$ cat src/rtl/ksa_nibble_seq_ctrl.sv
// rtl/ksa_nibble_seq_ctrl.sv - WIDTH-bit add/sub sequenced over one 4-bit Kogge-Stone slice
module ksa_nibble_seq_ctrl #(
    parameter int WIDTH = 16
) (
    input  logic             clk,
    input  logic             rst,
    input  logic             start,
    input  logic             sub,
    input  logic [WIDTH-1:0] a,
    input  logic [WIDTH-1:0] b,
    output logic             busy,
    output logic             done,
    output logic [WIDTH-1:0] sum,
    output logic             cout,
    output logic             ovf
);

    localparam int NIB  = WIDTH / 4;
    localparam int IDXW = (NIB > 1) ? $clog2(NIB) : 1;
    localparam logic [IDXW-1:0] LAST_IDX = IDXW'(NIB - 1);

    typedef enum logic [1:0] {
        IDLE = 2'd0,
        RUN  = 2'd1,
        DONE = 2'd2
    } state_t;

    state_t            state;
    logic [WIDTH-1:0]  a_r;
    logic [WIDTH-1:0]  bx_r;
    logic              carry;
    logic [IDXW-1:0]   idx;

    int                nib_lsb;
    logic [3:0]        na;
    logic [3:0]        nb;
    logic [3:0]        g;
    logic [3:0]        p;
    logic [3:0]        g0;
    logic [3:0]        g1;
    logic [3:0]        p1;
    logic [3:0]        g2;
    logic [4:0]        c;
    logic [3:0]        ns;

    // Select the active nibble and add it with a radix-2 Kogge-Stone prefix tree;
    // the incoming carry is folded into bit 0's generate so the tree stays two levels deep.
    always_comb begin
        nib_lsb = 4 * int'(idx);
        na      = a_r[nib_lsb +: 4];
        nb      = bx_r[nib_lsb +: 4];
        g       = na & nb;
        p       = na ^ nb;

        g0      = {g[3:1], g[0] | (p[0] & carry)};

        g1[0]   = g0[0];
        p1[0]   = p[0];
        g1[1]   = g0[1] | (p[1] & g0[0]);
        p1[1]   = p[1] & p[0];
        g1[2]   = g0[2] | (p[2] & g0[1]);
        p1[2]   = p[2] & p[1];
        g1[3]   = g0[3] | (p[3] & g0[2]);
        p1[3]   = p[3] & p[2];

        g2[0]   = g1[0];
        g2[1]   = g1[1];
        g2[2]   = g1[2] | (p1[2] & g1[0]);
        g2[3]   = g1[3] | (p1[3] & g1[1]);

        c       = {g2, carry};
        ns      = p ^ c[3:0];
    end

    // Sequencer: capture operands on an accepted start, walk the nibbles LSB-first,
    // then publish carry-out and overflow together with the one-cycle done pulse.
    always_ff @(posedge clk) begin
        if (rst) begin
            state <= IDLE;
            busy  <= 1'b0;
            done  <= 1'b0;
            sum   <= '0;
            cout  <= 1'b0;
            ovf   <= 1'b0;
            a_r   <= '0;
            bx_r  <= '0;
            carry <= 1'b0;
            idx   <= '0;
        end else begin
            case (state)
                IDLE: begin
                    done <= 1'b0;
                    if (start) begin
                        a_r   <= a;
                        bx_r  <= b ^ {WIDTH{sub}};
                        carry <= sub;
                        idx   <= '0;
                        busy  <= 1'b1;
                        state <= RUN;
                    end
                end
                RUN: begin
                    sum[nib_lsb +: 4] <= ns;
                    carry             <= c[4];
                    if (idx == LAST_IDX) begin
                        cout  <= c[4];
                        ovf   <= c[3] ^ c[4];
                        busy  <= 1'b0;
                        done  <= 1'b1;
                        state <= DONE;
                    end else begin
                        idx <= idx + 1'b1;
                    end
                end
                DONE: begin
                    done <= 1'b0;
                    if (start) begin
                        a_r   <= a;
                        bx_r  <= b ^ {WIDTH{sub}};
                        carry <= sub;
                        idx   <= '0;
                        busy  <= 1'b1;
                        state <= RUN;
                    end else begin
                        state <= IDLE;
                    end
                end
                default: begin
                    busy  <= 1'b0;
                    done  <= 1'b0;
                    state <= IDLE;
                end
            endcase
        end
    end

endmodule
$ cat config.mk
export PLATFORM = sky130hd
export DESIGN_NAME = ksa_nibble_seq_ctrl
export DESIGN_NICKNAME = d
export VERILOG_FILES = /design/src/rtl/ksa_nibble_seq_ctrl.sv
export SDC_FILE = /design/constraint.sdc
export NUM_CORES = 1
export LEC_CHECK = 0
export BUFFER_PORTS_ARGS = -buffer_cell sky130_fd_sc_hd__buf_2
export CORE_MARGIN = 2
export CORE_UTILIZATION = 35
export DETAILED_ROUTE_END_ITERATION = 10
export PLACE_DENSITY = 0.54
export SYNTH_ARGS = -nofsm -noshare
export SYNTH_HDL_FRONTEND = slang
export SYNTH_SLANG_ARGS = --single-unit
export TNS_END_PERCENT = 100
$ cat constraint.sdc
create_clock -name clk -period 3.05 [get_ports clk]
set_input_delay 0.1525 -clock clk [delete_from_list [all_inputs] [get_ports clk]]
set_output_delay 0.1525 -clock clk [all_outputs]
set_load 0.05 [all_outputs]
==> results_dict.tcl, run 1 <==
set metrics [dict create \
    status "complete, no violations" \
    crit_type "flip-flop to flip-flop" \
    synth.ff_latch_count 57 \
    clock-root-buffer "clkbuf_8" \
    diodes 0 \
    post_cts_resized 0 \
    die_h_um 91.2 \
    synthArstFlopShare_pct 0 \
    synth_area_um2 2660 \
    initialDrtViolationCount 123 \
    synth_edf_count 0 \
    cp_slowest_stage_delay_ps 540 \
    start_util_pct 36.5 \
    total_power_w 0.00172 \
    tightest_slew_ps 1030 \
    wire_per_inst_um 13.0 \
    synth_area_leaders "dfxtp_1 43%, mux4_2 6.8%, nand2_1 5.9%, nor2_1 5.8%, xnor2_1 5.6%" \
    endpoint_kind "flip-flop" \
    grt_pass1_wl_um 9440 \
    io-pin-count 56 \
    crit_slowest_cell "mux4_2" \
    first_pass_iters 4 \
    wl_um 5660 \
    grt_pass1_vias 1967 \
    fin_hold_ws_ps 37.8 \
    start_kind "flip-flop" \
    ant_nets 0 \
    vdd_drop_max_mv 0.277 \
    period_needed_ps 2540 \
    critical_path.top_delay_family "adder cells" \
    postCtsSetupBuffers 0 \
    die_area_um2 8320 \
    crit_fanout 4 \
    clock_sinks 57 \
    tns_ps 0 \
    rsz0062_at_grt "no" \
    hold_path.class "input port to flip-flop" \
    clkTransAtPathRegs_ps 60 \
    grt_use_total_pct 14.7 \
    synth_nets 328 \
    numPlacedInstances 418 \
    hold_viol 0 \
    dieWidth_um 91.2 \
    antenna_found_initial 0 \
    synth_top_area_share_pct 42.9 \
    clock-skew-final_ps 7.51 \
    synth_area_leader_cell "dfxtp_1" \
    nNetsFinal 377 \
    path_buf_inv 0 \
    period_share_pct 83.4 \
    ctsHoldBuffers 0 \
    drv_cap 0 \
    clockBufferDepth 2 \
    final_area_um2 3140 \
    area_delta_synth_final_pct 17.9 \
    post-route-drc-count 0 \
    final-max-slew-violation-count 0 \
    synth_most_common_cell "dfxtp_1" \
    dp_hpwl_um 4030 \
    yosys-top-cells-count "57 x dfxtp_1, 42 x nand2_1, 41 x nor2_1, 25 x a21oi_1, 17 x xnor2_1" \
    via_per_inst 4.74 \
    port_buffers 55 \
    required_ps 3320 \
    power.leakage_nw 1.25 \
    ys_types 37 \
    synth_flop_cell "dfxtp_1" \
    placed_area_um2 2960 \
    gr-total-overflow 0 \
    core_area_um2 7290 \
    setup_violations 0 \
    clkLatencyLatePin_ps 350 \
    final_cells 434 \
    via_count 2059 \
    ys_seq_area_share_pct 42.9 \
    globalplace.congestion 0.802 \
    fill_cells 790 \
    numCtsBuffers 9 \
    layout-drive-gt1-share_pct 25.7 \
    maxSlewHeadroom_pct 31.4 \
    htreeDepth 3 \
    cts_tree "built" \
    crit_chain "mux4_2 > fa_1 > fa_1 > xor2_1 > a22oi_1 > nor2_1" \
    grt_max_degree 58 \
    row_count 31 \
    critPathMostFrequentCell "fa_1" \
    yosys_warnings 0 \
    power_density_nw_per_um2 547 \
    arrival_ps 2820 \
    syn_avg_cell_area_um2 9.47 \
    max_freq_mhz 393 \
    syn_inst 281 \
]
==> through the flow <==
stage	setup WS [ps]	util, %
after CTS	471	43.0
after global placement	561	40.6
final	507	43.0
after detailed placement	529	40.6
after floorplan	410	-
after global routing	365	43.0
==> flip-flops by register name, indices dropped and copies added (netlist names) <==
signal  flops
a_r        16
busy        1
bx_r       16
carry       1
cout        1
done        1
idx         2
ovf         1
state       2
sum        16
==> worst register-to-register path: stages (launching register included) <==
cell	delay (ps)
dfxtp_1	410
mux4_2	540
fa_1	460
fa_1	420
xor2_1	380
a22oi_1	160
nor2_1	110
==> path summary, 6_finish.rpt <==
kind | start | to | slack, ps | depth (start not counted)
worst min-delay path | a[11] | a_r[11] | 40 | 3
worst max-delay path | idx[0] | sum[2] | 510 | 6
worst max register to register | idx[0] | sum[2] | 510 | 6
worst min register to register | sum[7] | sum[7] | 450 | 2
==> area by class of cell <==
| class | count | area (um^2) | area share [%] |
|---|---|---|---|
| timing repair buffer | 59 | 305 | 9.73 |
| clock inverter | 2 | 12.5 | 0.399 |
| multi-input combinational | 201 | 1380 | 44.1 |
| tap | 99 | 124 | 3.95 |
| clock buffer | 14 | 163 | 5.19 |
| sequential | 57 | 1140 | 36.4 |
| inverter | 2 | 7.51 | 0.239 |
==> routing by layer <==
metal / vias up / routed length (um) / GRT usage [%]
li1: 1075 / - / -
met1: 926 / 2610 / 18.1
met2: 49 / 2670 / 23.3
met3: 9 / 276 / 5.31
met4: 0 / 97 / 6.44
met5: - / 0 / 0
==> cell families after synthesis <==
kind of cell / Yosys count / share of synthesized area (%)
buf+inv: 23 / 5.31
fa+ha+maj: 11 / 5.74
mux: 8 / 6.77
xor+xnor: 19 / 6.25
compound gates: 60 / 14.9
flops: 57 / 42.9
simple gates: 103 / 18.1
==> power by group <==
group	leakage, nW	internal, W	total [W]	switching [W]
clock network	0.0867	0.000338	0.000624	0.000286
logic	0.700	0.000115	0.000281	0.000165
registers	0.467	0.000786	0.000812	0.0000254
==> cells in the final DEF, fill, tap and decap left out, types with 9 or more instances in the layout <==
cell / netlist / routed
dfxtp_1: 57 / 57
buf_2: 5 / 55
nand2_1: 42 / 42
nor2_1: 41 / 41
a21oi_1: 25 / 25
xnor2_1: 17 / 17
a211oi_1: 16 / 16
a22oi_1: 12 / 12
clkbuf_8: 0 / 11
ha_1: 9 / 9
Power figures use the tool's default switching activity.
==> run 2, diff against run 1 <==
ABC_AREA = 1   (was unset)
clock period = 2.4 ns   (was 3.05 ns; I/O delays follow)
==> run 2 against run 1 <==
- combinational power increased by 56%
- synthesized cell count increased by 17%
- sequential share of layout area decreased by 1.1 points
- sequential cell count unchanged
- register-to-register slack got worse by 310 ps
==> results_dict.tcl, run 2 <==
set metrics [dict create \
    start_kind "flip-flop" \
    synthArstFlopShare_pct 0 \
    dp_hpwl_um 4490 \
    synth_most_common_cell "nor2_1" \
    crit_type "flip-flop to flip-flop" \
    synth_nets 377 \
    synth_top_area_share_pct 43.9 \
    via_count 2329 \
    cts_tree "built" \
    pwr-share-clk_pct 38.5 \
    numCtsBuffers 9 \
    synth_area_um2 2600 \
    antenna_found_initial 0 \
    post-route-drc-count 0 \
    dieWidth_um 90.2 \
    ys_types 30 \
    final_cell_mix "62 x nor2_1, 56 x dfxtp_1, 55 x buf_2, 51 x o21ai_0, 34 x nand2_1" \
    hold_viol 0 \
    rr_startpoint "idx[0]" \
    tightest_slew_ps 573 \
    wire_per_inst_um 12.5 \
    max_freq_mhz 453 \
    start_util_pct 36.0 \
    ys_seq_area_share_pct 43.9 \
    path_buf_inv 1 \
    core_area_um2 7210 \
    worstSetupEndpoint "sum[13]" \
    grt_max_degree 42 \
    final_area_um2 3250 \
    setup_violations 0 \
    drv_cap 0 \
    vdd_drop_max_mv 0.353 \
    status "complete, no violations" \
    nNetsFinal 439 \
    layout-drive-gt1-share_pct 24.9 \
    p_seq_share_pct 43.4 \
    clockBufferDepth 2 \
    critical_path.top_delay_family "adder cells" \
    die_area_um2 8130 \
    crit_slowest_cell "fa_2" \
    via_per_inst 4.70 \
    synth.ff_latch_count 57 \
    io-pin-count 56 \
    globalplace.congestion 0.777 \
    syn_avg_cell_area_um2 7.88 \
    p_int_w 0.00174 \
    yosys-top-cells-count "63 x nor2_1, 57 x dfxtp_1, 51 x o21ai_0, 34 x nand2_1, 32 x a21oi_1" \
    timing.rr.end "sum[13]" \
    grt_pass1_wl_um 10600 \
    diodes 0 \
    row_count 31 \
    syn_inst 330 \
    grt_pass1_vias 2255 \
    rr_worst_depth 9 \
    sw_frac_of_total_pct 27.7 \
    area_delta_synth_final_pct 25.0 \
    endpoint_kind "flip-flop" \
    rrSetupSlack_ps 190 \
    arrival_ps 2470 \
    hold_path.class "input port to flip-flop" \
    crit_chain "inv_1 > o21ai_0 > o22ai_1 > fa_2 > fa_2 > nand2_1 > nor2_1 > nand2_1 > a21oi_1" \
    wl_um 6190 \
    gr-total-overflow 0 \
    clock-skew-final_ps 8.81 \
    htreeDepth 3 \
    ant_nets 0 \
    worst_slack_ps 194 \
    synth_flop_cell "dfxtp_1" \
    rsz0062_at_grt "no" \
    clkLatencyLatePin_ps 330 \
    final-max-slew-violation-count 0 \
    die_h_um 90.2 \
    crit_fanout 10 \
    initialDrtViolationCount 127 \
    cp.depth 9 \
    power_density_nw_per_um2 741 \
    clkTransAtPathRegs_ps 70 \
    synth_area_leaders "dfxtp_1 44%, o21ai_0 9.8%, nor2_1 9.1%, a21oi_1 6.2%, xnor2_1 5.4%" \
    switching_power_w 0.000667 \
    pwr-share-comb_pct 18.1 \
    power.leakage_nw 1.37 \
    startpoint "idx[0]" \
    clock-root-buffer "clkbuf_8" \
    port_buffers 55 \
    yosys_warnings 0 \
    period_share_pct 91.9 \
    tns_ps 0 \
    grt_use_total_pct 15.8 \
    synth_area_leader_cell "dfxtp_1" \
    period_needed_ps 2210 \
    reg.largest.list "a_r: 16 flops, bx_r: 16 flops, sum: 16 flops" \
    hold_path_depth 3 \
    first_pass_iters 4 \
    post-place-ws_ps 32.7 \
    cp_slowest_stage_delay_ps 570 \
    maxSlewHeadroom_pct 61.8 \
    synth_edf_count 0 \
    final_common_cell "nor2_1" \
    placed_area_um2 3000 \
    required_ps 2660 \
    clock_sinks 57 \
]
run 2: cells by family after synthesis:
logic type	count (synthesis)	synth area share [%]
flops	57	43.9
fa+ha+maj	11	5.87
compound gates	99	20.1
buf+inv	29	4.72
simple gates	117	19.7
xor+xnor	17	5.73
run 2: how the worst min path moves through the flow:
stage               startpoint      end
finish                   a[10]  a_r[10]
global route             a[13]  a_r[13]
CTS                      a[10]  a_r[10]
detailed placement       a[10]  a_r[10]
global placement          a[4]   a_r[4]
floorplan                  rst     cout
run 2: timing repair:
action	CTS	global route
setup buffers	0	3
hold buffers	0	0
pin swaps	0	1
setup endpoints to repair	1	6
resized for setup	1	5
run 2: cell type report:
type | instances | area (um^2)
fill | 782 | 3970
clock inverter | 2 | 35.0
inverter | 11 | 41.3
sequential | 57 | 1140
timing repair buffer | 69 | 380
clock buffer | 14 | 173
multi-input combinational | 244 | 1350
tap | 99 | 124
run 2: routing by layer:
layer	vias to the layer above	track usage [%]	share of wire, %
li1	1233	-	-
met4	0	6.92	1.1
met5	-	0	0
met1	1040	21.9	51
met2	49	23.8	44
met3	7	3.27	3.9
run 2: stage by stage:
| stage | power (W) | instances | hold slack, ps | util (%) |
|---|---|---|---|---|
| after floorplan | 0.00135 | 330 | 198 | - |
| after global placement | 0.00148 | 477 | 375 | 41.6 |
| after detailed placement | 0.00149 | 477 | 377 | 41.6 |
| after CTS | 0.00241 | 493 | 29.1 | 44.5 |
| after global routing | 0.00253 | 496 | 61.7 | 45.0 |
| final | 0.00241 | 496 | 41.1 | 45.0 |
run 2: worst reg2reg max path: cells and delay by family (launching register included):
family	cells	cell delay, ps
compound gates	3	410
fa+ha+maj	2	970
flops	1	390
buf+inv	1	100
simple gates	3	280
run 2: power groups by stage:
stage / clock (W) / combinational, W / sequential (W)
floorplan: 0 / 0.000267 / 0.00108
global placement: 0 / 0.000415 / 0.00107
detailed placement: 0 / 0.000421 / 0.00107
CTS: 0.000945 / 0.000423 / 0.00105
global route: 0.000991 / 0.000488 / 0.00105
finish: 0.000926 / 0.000437 / 0.00104
==> run 3, diff against run 2 <==
REMOVE_ABC_BUFFERS = 1   (was unset)
==> run 3 against run 2 <==
- maximum frequency increased by 1.0%
- clock skew fell by 2.2 ps
- sequential share of layout area increased by 0.47 points
- critical endpoint is now ovf
==> results_dict.tcl, run 3 (same netlist as run 2, synthesis figures left out) <==
set metrics [dict create \
    status "complete, no violations" \
    pwr-share-clk_pct 37.2 \
    die_h_um 90.2 \
    initialDrtViolationCount 62 \
    clock-root-buffer "clkbuf_8" \
    power_density_nw_per_um2 729 \
    ant_nets 0 \
    antenna_found_initial 0 \
    clock-skew-final_ps 6.65 \
    final_cells 494 \
    max_freq_mhz 458 \
    crit_type "flip-flop to flip-flop" \
    dp_hpwl_um 4510 \
    first_pass_iters 5 \
    cts_tree "built" \
    layout-drive-gt1-share_pct 24.1 \
    grt_pass1_vias 2157 \
    nNetsFinal 437 \
    clock_sinks 57 \
    period_share_pct 91.0 \
    core_area_um2 7210 \
    final_cell_mix "63 x nor2_1, 56 x dfxtp_1, 55 x buf_2, 49 x o21ai_0, 34 x nand2_1" \
    arrival_ps 2450 \
    switching_power_w 0.000663 \
    placed_area_um2 3010 \
    final_area_um2 3210 \
    htreeDepth 3 \
    dieWidth_um 90.2 \
    power.leakage_nw 1.35 \
    clkTransAtPathRegs_ps 60 \
    diodes 0 \
    period_needed_ps 2180 \
    rrSetupSlack_ps 220 \
    final_common_cell "nor2_1" \
    p_seq_share_pct 44.6 \
    hold_path.class "input port to flip-flop" \
    endpoint_kind "flip-flop" \
    via_per_inst 4.81 \
    tightest_slew_ps 644 \
    io-pin-count 56 \
    total_power_w 0.00234 \
    gr-total-overflow 0 \
    numPlacedInstances 478 \
    grt_use_total_pct 16.1 \
    rsz0062_at_grt "no" \
    start_util_pct 36.0 \
    maxSlewHeadroom_pct 57.0 \
    grt_max_degree 43 \
    die_area_um2 8130 \
    reg.largest.list "a_r: 16 flops, bx_r: 16 flops, sum: 16 flops" \
    required_ps 2660 \
    hold_viol 0 \
    start_kind "flip-flop" \
    via_count 2376 \
    port_buffers 55 \
    fill_cells 758 \
    globalplace.congestion 0.801 \
    p_int_w 0.00168 \
    wl_um 6250 \
    numCtsBuffers 9 \
    setup_violations 0 \
    drv_cap 0 \
    clockBufferDepth 2 \
    ctsHoldBuffers 0 \
    row_count 31 \
    post-route-drc-count 0 \
    clkLatencyLatePin_ps 340 \
    pwr-share-comb_pct 18.2 \
    grt_pass1_wl_um 10400 \
    final-max-slew-violation-count 0 \
    sw_frac_of_total_pct 28.4 \
    vdd_drop_max_mv 0.312 \
    area_delta_synth_final_pct 23.3 \
    crit_fanout 6 \
    wire_per_inst_um 12.6 \
]
[run 3: cell types whose count changed in the layout (fill, tap and decap cells not counted), sizes merged]
cell and delta:
buf -2, clkbuf -1, clkinv +1
[run 3: power by group through the flow]
stage	logic [W]	registers, W	clock network (W)
after floorplan	0.000241	0.00109	0
after global placement	0.000420	0.00106	0
after detailed placement	0.000425	0.00106	0
after CTS	0.000426	0.00104	0.000902
after global routing	0.000479	0.00105	0.000946
final	0.000426	0.00104	0.000871
[run 3: worst paths after layout]
| path | start | to | depth (start not counted) |
|---|---|---|---|
| setup reg to reg | idx[1] | ovf | 10 |
| hold reg to reg | sum[15] | sum[15] | 2 |
| hold / removal | a[2] | a_r[2] | 3 |
| setup / recovery | idx[1] | ovf | 10 |
[run 3: critical path, cell delays in order (launching register included)]
cell,delay [ps]
dfxtp_1,340
buf_4,170
o21ai_0,90
o22ai_1,130
fa_2,370
fa_1,400
a21oi_1,170
o21bai_1,110
nor2_1,160
nor2_1,60
nor3_1,110
[run 3: repair_timing]
item	in CTS	in global routing
resized for setup	1	7
setup buffers	0	0
pin swaps	0	1
setup endpoints to repair	1	9
[run 3: through the flow]
| step | util, % | hold slack (ps) | setup WS, ps | setup TNS (ps) |
|---|---|---|---|---|
| 2_1_floorplan | - | 189 | -509 | -4760 |
| 3_3_place_gp | 41.7 | 371 | 55.1 | 0 |
| 6_report | 44.5 | 27.7 | 217 | 0 |
| 3_5_place_dp | 41.7 | 380 | -13.8 | -13.8 |
| 5_1_grt | 44.5 | 36.8 | 52.8 | 0 |
| 4_1_cts | 44.3 | 18.2 | 83.6 | 0 |
[run 3: routing by layer]
metal | vias up | track usage, % | wire length, um
met2 | 62 | 24.4 | 2680
met1 | 1076 | 21.3 | 3110
li1 | 1229 | - | -
met5 | - | 0 | 0
met3 | 9 | 5.03 | 351
met4 | 0 | 6.41 | 112
[run 3: cell type report]
cell class	instances	area, um^2	area share (%)
multi-input combinational	244	1340	41.9
timing repair buffer	67	365	11.4
sequential	57	1140	35.7
clock buffer	13	149	4.64
clock inverter	3	40.0	1.25
inverter	11	41.3	1.29
tap	99	124	3.86
